===== src/rtl/serial_comp_lsb_pkg.sv =====
`default_nettype none
// ============================================================================
// Module      : comp_pkg
// Description : Shared constants and state encoding for the LSB-first
//               serial 32-bit comparator (serial_comp_lsb).
//               CMP_WIDTH  - operand width in bits
//               CMP_STEP   - bits compared per RUN cycle
//               CMP_STEPS  - number of RUN cycles per comparison
//               CMP_CNT_W  - width of the step counter
//               state_t    - controller state encoding
// Revision    : 1.0 - initial release
// ============================================================================
package comp_pkg;

    localparam int CMP_WIDTH = 32;
    localparam int CMP_STEP  = 2;
    localparam int CMP_STEPS = 16;
    localparam int CMP_CNT_W = $clog2(CMP_STEPS);

    // Encoding 2'b11 is unused; the controller recovers from it to IDLE.
    typedef enum logic [1:0] {
        IDLE = 2'd0,
        RUN  = 2'd1,
        DONE = 2'd2
    } state_t;

endpackage : comp_pkg
`default_nettype wire


===== src/rtl/serial_comp_lsb_step.sv =====
`default_nettype none
// ============================================================================
// Module      : comp_step_2
// Description : Combinational 2-bit step of the LSB-first comparator.
//               A differing pair overrides the running verdict; an equal
//               pair passes it through. Because pairs arrive LSB-first,
//               the most significant differing pair has the last word.
// Ports       : a, b           - current 2-bit operand pairs
//               eq_in, gt_in   - running verdict from earlier (lower) pairs
//               eq_out, gt_out - updated verdict
// Revision    : 1.0 - initial release
// ============================================================================
module comp_step_2 (
    input  logic [1:0] a,
    input  logic [1:0] b,
    input  logic       eq_in,
    input  logic       gt_in,
    output logic       eq_out,
    output logic       gt_out
);

    always_comb begin
        eq_out = eq_in;
        gt_out = gt_in;
        if (a != b) begin
            eq_out = 1'b0;
            gt_out = (a > b);
        end
    end

endmodule : comp_step_2
`default_nettype wire


===== src/rtl/serial_comp_lsb.sv =====
`default_nettype none
// ============================================================================
// Module      : serial_comp_lsb
// Description : Multicycle 32-bit magnitude comparator. Operands are latched
//               on an accepted start and scanned LSB-first, 2 bits per
//               cycle, over 16 RUN cycles. Results are registered on the
//               RUN->DONE transition and held until the next completion.
// Build macro : SIGNED_CMP_EN - when defined, operands are two's complement
//               (sign bit of both operands inverted at latch time);
//               otherwise the comparison is unsigned.
// Ports       : clock  - rising-edge clock
//               reset  - synchronous active-high reset
//               start  - compare request (accepted in IDLE or DONE only)
//               A, B   - operands, sampled on an accepted start
//               busy   - high while in RUN
//               done   - one-cycle pulse when results become valid
//               EQ0    - A == B
//               GT0    - A >  B
//               LT0    - A <  B
// Revision    : 1.0 - initial release
// ============================================================================
module serial_comp_lsb
    import comp_pkg::*;
(
    input  logic                 clock,
    input  logic                 reset,
    input  logic                 start,
    input  logic [CMP_WIDTH-1:0] A,
    input  logic [CMP_WIDTH-1:0] B,
    output logic                 busy,
    output logic                 done,
    output logic                 EQ0,
    output logic                 GT0,
    output logic                 LT0
);

    localparam logic [CMP_CNT_W-1:0] c_last_step = CMP_CNT_W'(CMP_STEPS - 1);

    state_t                 r_state;
    logic [CMP_WIDTH-1:0]   r_a;
    logic [CMP_WIDTH-1:0]   r_b;
    logic [CMP_CNT_W-1:0]   r_cnt;
    logic                   r_eq;
    logic                   r_gt;

    logic [CMP_WIDTH-1:0]   w_a_load;
    logic [CMP_WIDTH-1:0]   w_b_load;
    logic                   w_eq_next;
    logic                   w_gt_next;

`ifdef SIGNED_CMP_EN
    // Flipping the sign bit maps two's complement order onto unsigned order,
    // so the rest of the datapath stays identical between builds.
    assign w_a_load = {~A[CMP_WIDTH-1], A[CMP_WIDTH-2:0]};
    assign w_b_load = {~B[CMP_WIDTH-1], B[CMP_WIDTH-2:0]};
`else
    assign w_a_load = A;
    assign w_b_load = B;
`endif

    comp_step_2 u_step (
        .a      (r_a[CMP_STEP-1:0]),
        .b      (r_b[CMP_STEP-1:0]),
        .eq_in  (r_eq),
        .gt_in  (r_gt),
        .eq_out (w_eq_next),
        .gt_out (w_gt_next)
    );

    always_ff @(posedge clock) begin
        if (reset) begin
            r_state <= IDLE;
            r_a     <= '0;
            r_b     <= '0;
            r_cnt   <= '0;
            r_eq    <= 1'b0;
            r_gt    <= 1'b0;
            busy    <= 1'b0;
            done    <= 1'b0;
            EQ0     <= 1'b0;
            GT0     <= 1'b0;
            LT0     <= 1'b0;
        end else begin
            done <= 1'b0;
            case (r_state)
                IDLE, DONE: begin
                    if (start) begin
                        r_state <= RUN;
                        r_a     <= w_a_load;
                        r_b     <= w_b_load;
                        r_cnt   <= '0;
                        r_eq    <= 1'b1;
                        r_gt    <= 1'b0;
                        busy    <= 1'b1;
                    end else begin
                        r_state <= IDLE;
                    end
                end

                RUN: begin
                    // start is deliberately not looked at here: no restart,
                    // no operand reload while a comparison is in flight.
                    r_a   <= r_a >> CMP_STEP;
                    r_b   <= r_b >> CMP_STEP;
                    r_eq  <= w_eq_next;
                    r_gt  <= w_gt_next;
                    // Natural 15->0 wrap coincides with the move to DONE.
                    r_cnt <= r_cnt + 1'b1;
                    if (r_cnt == c_last_step) begin
                        r_state <= DONE;
                        busy    <= 1'b0;
                        done    <= 1'b1;
                        EQ0     <= w_eq_next;
                        GT0     <= w_gt_next;
                        LT0     <= ~w_eq_next & ~w_gt_next;
                    end
                end

                default: begin
                    r_state <= IDLE;
                    busy    <= 1'b0;
                end
            endcase
        end
    end

endmodule : serial_comp_lsb
`default_nettype wire


===== config.mk =====
export PLATFORM = sky130hd
export DESIGN_NAME = serial_comp_lsb
export DESIGN_NICKNAME = d
export VERILOG_FILES = /design/src/rtl/serial_comp_lsb_pkg.sv /design/src/rtl/serial_comp_lsb_step.sv /design/src/rtl/serial_comp_lsb.sv
export SDC_FILE = /design/constraint.sdc
export NUM_CORES = 1
export LEC_CHECK = 0
export CORE_MARGIN = 2
export CORE_UTILIZATION = 45
export DETAILED_ROUTE_END_ITERATION = 10
export HOLD_SLACK_MARGIN = 0.15
export PLACE_DENSITY = 0.75
export SYNTH_ARGS = -nofsm -noshare
export SYNTH_HDL_FRONTEND = slang
export SYNTH_HIERARCHICAL = 1
export SYNTH_SLANG_ARGS = --single-unit

===== constraint.sdc =====
create_clock -name clock -period 1.55 [get_ports clock]
set_input_delay 0.3875 -clock clock [delete_from_list [all_inputs] [get_ports clock]]
set_output_delay 0.3875 -clock clock [all_outputs]
set_load 0.005 [all_outputs]

==> out/metrics.cfg <==
[status]
run_status=finished with violations
failed_checks=setup timing

[power]
ir_worst_vdd_mv=0.6843
p_per_area_nw_per_um2=1054
leakagePower_nw=1.533

[synthesis]
netlist_instances=360
synth_nets=430
synth_edf_count=0
synth_most_common_cell=dfxtp_1
synth_ff_type=dfxtp_1
netlist_top_cells_area=dfxtp_1, a22oi_1, a21oi_1
synth_cell_types=28
async_reset_ff_frac=0
netlist_area_um2=3158
synth_commonest_cells=dfxtp_1, a21oi_1, nand3_1
yosysSeqAreaShare=0.4881
synth_top_cell_by_area=dfxtp_1
syn_area_per_cell_um2=8.772
yosysWarnings=6
synth_top_area_share=0.4881
ys_seq_elements=77

[cts]
cts_buffers=9
clockBufferDepth=2
cts_tree=yes
clkTransAtPathRegs_ns=0.08
cts.sinks=77
clk_latency_ns=0.34
cts_root_buf=clkbuf_8
cts_max_level=3

[detailed_routing]
firstDrtPassIters=5
viasPerCell=5.687
post-route-drc-count=0
vias=2963
dr.first_iter.drc_count=238
postRouteAntennaNets=0
routed_wl_um=7914
wl_per_cell_um=15.19

[floorplan]
design.die.area_um2=7704
start_util=0.4648
die_h_um=87.77
num_io_pins=72
design.core.area_um2=6794
rows=30
fp.dieW_um=87.77

[global_route]
antenna_found_initial=0
grt_pass1_wl_um=12790
grt_pass1_vias=2837
grt_max_degree=38
grt_use_total=0.2107
overflow=0

[placement]
dp_hpwl_um=5162
place_ws_ns=-0.1645
portBuffers=71
gp_congestion=0.7444

[worst_setup_path]
cp-end-kind=flip-flop
arrival_ns=1.92
crit_path_top_delay_cell=or4_4
crit_type=reg2reg
path_delay_family=simple AND/OR/NAND/NOR gates
crit_path_start=r_a[0]$_SDFFE_PP0P_
crit_buf_inv=1
worstReg2RegStart=r_a[0]$_SDFFE_PP0P_
cpMostUsedCell=a21oi_2
cp-start-kind=flip-flop
crit_fanout=3
critPathRequiredTime_ns=1.83
cpPeakStageDelay_ns=0.54
crit_chain=inv_2 -> ha_4 -> nand2b_4 -> a21oi_2 -> a31oi_1 -> or4_4 -> a21oi_2

[finish]
drive_above_1_share=0.1247
syn_to_final_growth_pct=34.39
diodes=0
fin_util=0.6247
nets=491
fillers=595

[sta]
drv_slew=0
post-route-min-period_ns=1.639
skew_ns=0.007958
hold_viol=0
rsz0062_at_grt=true
setup_violations=1
worstMarginPinSlew_ns=0.3960
setup_slack_ns=-0.08859
clock.fmax_mhz=610.3
maxSlewHeadroom=0.7360
timing.final.crit_share=1.057

[worst_hold_path]
hold_path_class=in2reg
holdCritStartpoint=reset

[flow_run]
maxCapViolCount=0

==> cells in the final DEF, fill, tap and decap left out, types with 2 or more instances in the layout <==
cell and instances:
clkdlybuf4s50_1 65, o21ai_0 3, nand3_1 69, a21oi_1 71, dfxtp_1 73, nand2_1 6
nor2_1 4, nand2b_2 2, a21oi_2 2, nor3_1 5, inv_1 2, a22oi_1 60
ha_4 2, buf_4 15, dlygate4sd2_1 4, clkbuf_8 12, buf_12 4, dfxtp_2 4
==> timing repair <==
action	in CTS	in global routing
pin swaps	2	2
buffers inserted	0	0
setup endpoints to repair	5	2
resized for setup	8	7
hold endpoints to repair	0	0
hold buffers	0	0
cloned	0	0
==> report_power, final <==
group,switching (mW),internal [mW],total (mW)
combinational,0.359,0.372,0.731
sequential,0.0761,2.11,2.19
clock,0.691,0.867,1.56
==> worst reg2reg max path: stages (launching register included) <==
cell      delay, ns
dfxtp_2        0.34
inv_2          0.05
ha_4           0.21
nand2b_4       0.13
a21oi_2        0.11
a31oi_1        0.06
or4_4          0.54
a21oi_2        0.13
==> flip-flops by register name, indices dropped and copies added (netlist names) <==
| name | flops |
|---|---|
| r_a | 32 |
| r_b | 32 |
| r_cnt | 4 |
| r_state | 2 |
| EQ0 | 1 |
| GT0 | 1 |
| LT0 | 1 |
| busy | 1 |
| done | 1 |
| r_eq | 1 |
| r_gt | 1 |
==> metrics by stage <==
stage / cell area [um2] / total power, mW / hold slack (ns) / TNS, ns / cells
6_report: 4244 / 4.474 / 0.2948 / -0.08859 / 521
5_1_grt: 4244 / 4.674 / 0.2906 / -0.1486 / 521
4_1_cts: 4213 / 4.487 / 0.2732 / -0.07940 / 521
3_5_place_dp: 3990 / 2.934 / 0.4610 / -6.744 / 506
3_3_place_gp: 3990 / 2.914 / 0.4543 / -5.220 / 506
2_1_floorplan: 3159 / 2.611 / 0.4463 / -0.05173 / 360
==> cell families after synthesis <==
kind of cell    synth area share
buf+inv                  0.06735
flops                     0.4881
compound gates            0.2698
mux                     0.007131
fa+ha+maj                0.01189
simple gates              0.1557
==> per-layer routing <==
metal | up-vias | GRT usage | share of wire
met5 | - | 0 | 0
met4 | 0 | 0.08531 | 0.011
met3 | 7 | 0.05090 | 0.048
met2 | 76 | 0.3526 | 0.51
met1 | 1423 | 0.2608 | 0.43
li1 | 1457 | - | -
==> worst paths after layout <==
check,endpoint,slack (ns),cells past startpoint
worst max-delay path,LT0$_SDFFE_PP0P_,-0.09,7
worst min-delay path,r_cnt[2]$_SDFFE_PP0P_,0.29,2
worst max register to register,LT0$_SDFFE_PP0P_,-0.09,7
worst min register to register,r_a[9]$_SDFFE_PP0P_,0.47,2
==> layout make-up <==
type,count,area [um2],share of cell area
well taps,96,120.1,0.02830
clock inverters,3,43.79,0.01032
flip-flops and latches,77,1546,0.3644
clock buffers,12,165.2,0.03892
repair buffers,90,895.9,0.2111
inverters,3,11.26,0.002653
multi-input cells,240,1461,0.3443
Note: power is estimated with default switching activity, not from simulation.
==> variant (config.mk and constraints unchanged) <==
The package constant `CMP_STEPS` goes from 16 to 8.
--- a/src/rtl/serial_comp_lsb_pkg.sv
+++ b/src/rtl/serial_comp_lsb_pkg.sv
@@ -15,5 +15,5 @@
     localparam int CMP_WIDTH = 32;
     localparam int CMP_STEP  = 2;
-    localparam int CMP_STEPS = 16;
+    localparam int CMP_STEPS = 8;
     localparam int CMP_CNT_W = $clog2(CMP_STEPS);
 
Formal check against the unedited RTL: not equivalent (Yosys sat finds a counterexample within 10 cycles, from zero or initial values and one cycle with reset high).
==> variant against the original RTL <==
Synthesized cell count grew 14%. Setup slack better by 0.13 ns. Count of clock-buffer cells in the layout down 1. Largest cell class is now multi-input gates. Synthesized area is 2.4% higher. Global-route usage is 1.4 points lower. Final cell count increased by 10%. Worst hold slack gained 0.17 ns. Total power up 2.5%. Design area grew 1.9%. Sequential cell count decreased by 1. Routed wire length fell by 4.7%. Utilization up 0.50 points.
==> variant: results (changes against the original RTL) <==
- Total iterations of the first detailed-routing run: 4 (-1)
- Slew of the pin with the lowest slew margin: 0.465 ns (+0.0693 ns)
- Synthesized netlist net count: 483 (+12%)
- Adder and majority cell fraction of the synthesized area: 1.55% (+0.36 points)
- Layout cell share with drive strength beyond 1: 9.41% (-3.1 points)
- Fin nets: 544 (+11%)
- Length of routed met3 wiring: 375 µm (-0.27%)
- Top post-synthesis cells by count: nand2_1 (130), dfxtp_1 (76), nor2_1 (65), a311oi_1 (60), buf_2 (14)
- Detailed-routed wire length on met2: 3.72 mm (-7.8%)
- Clock skew after layout: 0.00795 ns (-0.00000997 ns)
- Static Leakage: 1.68 nW (+9.4%)
- Filler cell count: 617 (+3.7%)
- Result of the run: finished, final reports clean
- Top area cells in the synthesized netlist: dfxtp_1 (47%), a311oi_1 (16%), nand2_1 (15%), nor2_1 (7.5%), buf_2 (2.2%)
- Post-CTS setup buffers: 1 (+1)
- Met3 demand-to-capacity share in global routing: 5.32% (+0.23 points)
- Vias per std cell: 5.33 (-6.3%)
- Class of the tightest hold or removal check: register to register
- Wire length of the first global-routing pass: 12.2 mm (-4.8%)
- Initial DRC Count: 227 (-4.6%)
- GP Congestion: 0.758 (+1.8%)
- Maximum vdd drop: 0.737 mV (+7.7%)
- Maximum number of pins on one net before global-route repair: 77 (+100%)
- Wire length per cell after detailed routing: 13.1 µm (-14%)
- Total routing resource utilization after global routing: 19.7% (-1.4 points)
- Registers with the most flip-flops: r_a (32), r_b (32), r_cnt (3)
- Mux cell area share after synthesis: 0% (-0.71 points)
- Number of global-route vias before repair: 2748 (-3.1%)
- HPWL reported at the end of detailed placement: 4.75 mm (-7.9%)
- Complex-gate fraction of the synthesized area: 18.8% (-8.1 points)
- FF/Latch Area: 1530 µm² (-1.4%)
## variant: cell count changes in the layout (fill, tap and decap cells not counted), moves of 3 or more
cell,unedited run,this run
nand2_1,6,130
nor2_1,4,65
a21oi_1,71,11
a22oi_1,60,0
a311oi_1,0,60
nand3_1,69,10
buf_4,15,9
buf_12,4,7
nor3_1,5,2
## variant: through the flow
step	hold WS, ns	setup TNS [ns]	std cells	worst slack, ns
finish	0.462	0	574	0.0394
global route	0.482	-0.0146	574	-0.0146
CTS	0.464	0	574	0.00790
detailed placement	0.452	-11.48	557	-0.237
global placement	0.447	-8.24	557	-0.156
floorplan	0.448	0	412	0.0273
## variant: cells by family (layout without fill, tap and decap cells)
logic type | count (synthesis) | in the layout
AND/OR/NAND/NOR | 216 | 216
AO/OA/AOI/OAI | 76 | 76
flip-flops | 76 | 76
buffers and inverters | 40 | 106
adder cells (fa/ha/maj) | 4 | 4
## variant: layout make-up
class / instances / area share (%)
inverters: 3 / 0.260
clock buffers: 11 / 3.50
well taps: 96 / 2.78
multi-input cells: 296 / 35.8
clock inverters: 5 / 1.36
repair buffers: 87 / 21.1
flip-flops and latches: 76 / 35.3
## variant: power breakdown
group / switching, mW / internal, mW
sequential: 0.0908 / 2.13
combinational: 0.399 / 0.411
clock: 0.724 / 0.834
## variant: worst max-delay path, stage by stage (launching register included)
cell      delay [ns]
dfxtp_2         0.34
inv_2           0.04
ha_4            0.21
nand2b_1        0.15
a21oi_2         0.12
a31oi_1         0.07
or3_4           0.39
a21oi_2         0.12
## variant: path summary, 6_finish.rpt
kind | from | endpoint | slack [ns] | depth (start not counted)
worst min register to register | EQ0 | EQ0 | 0.46 | 2
worst min-delay path | EQ0 | EQ0 | 0.46 | 2
worst max-delay path | r_a[0] | LT0 | 0.04 | 7
worst max register to register | r_a[0] | LT0 | 0.04 | 7
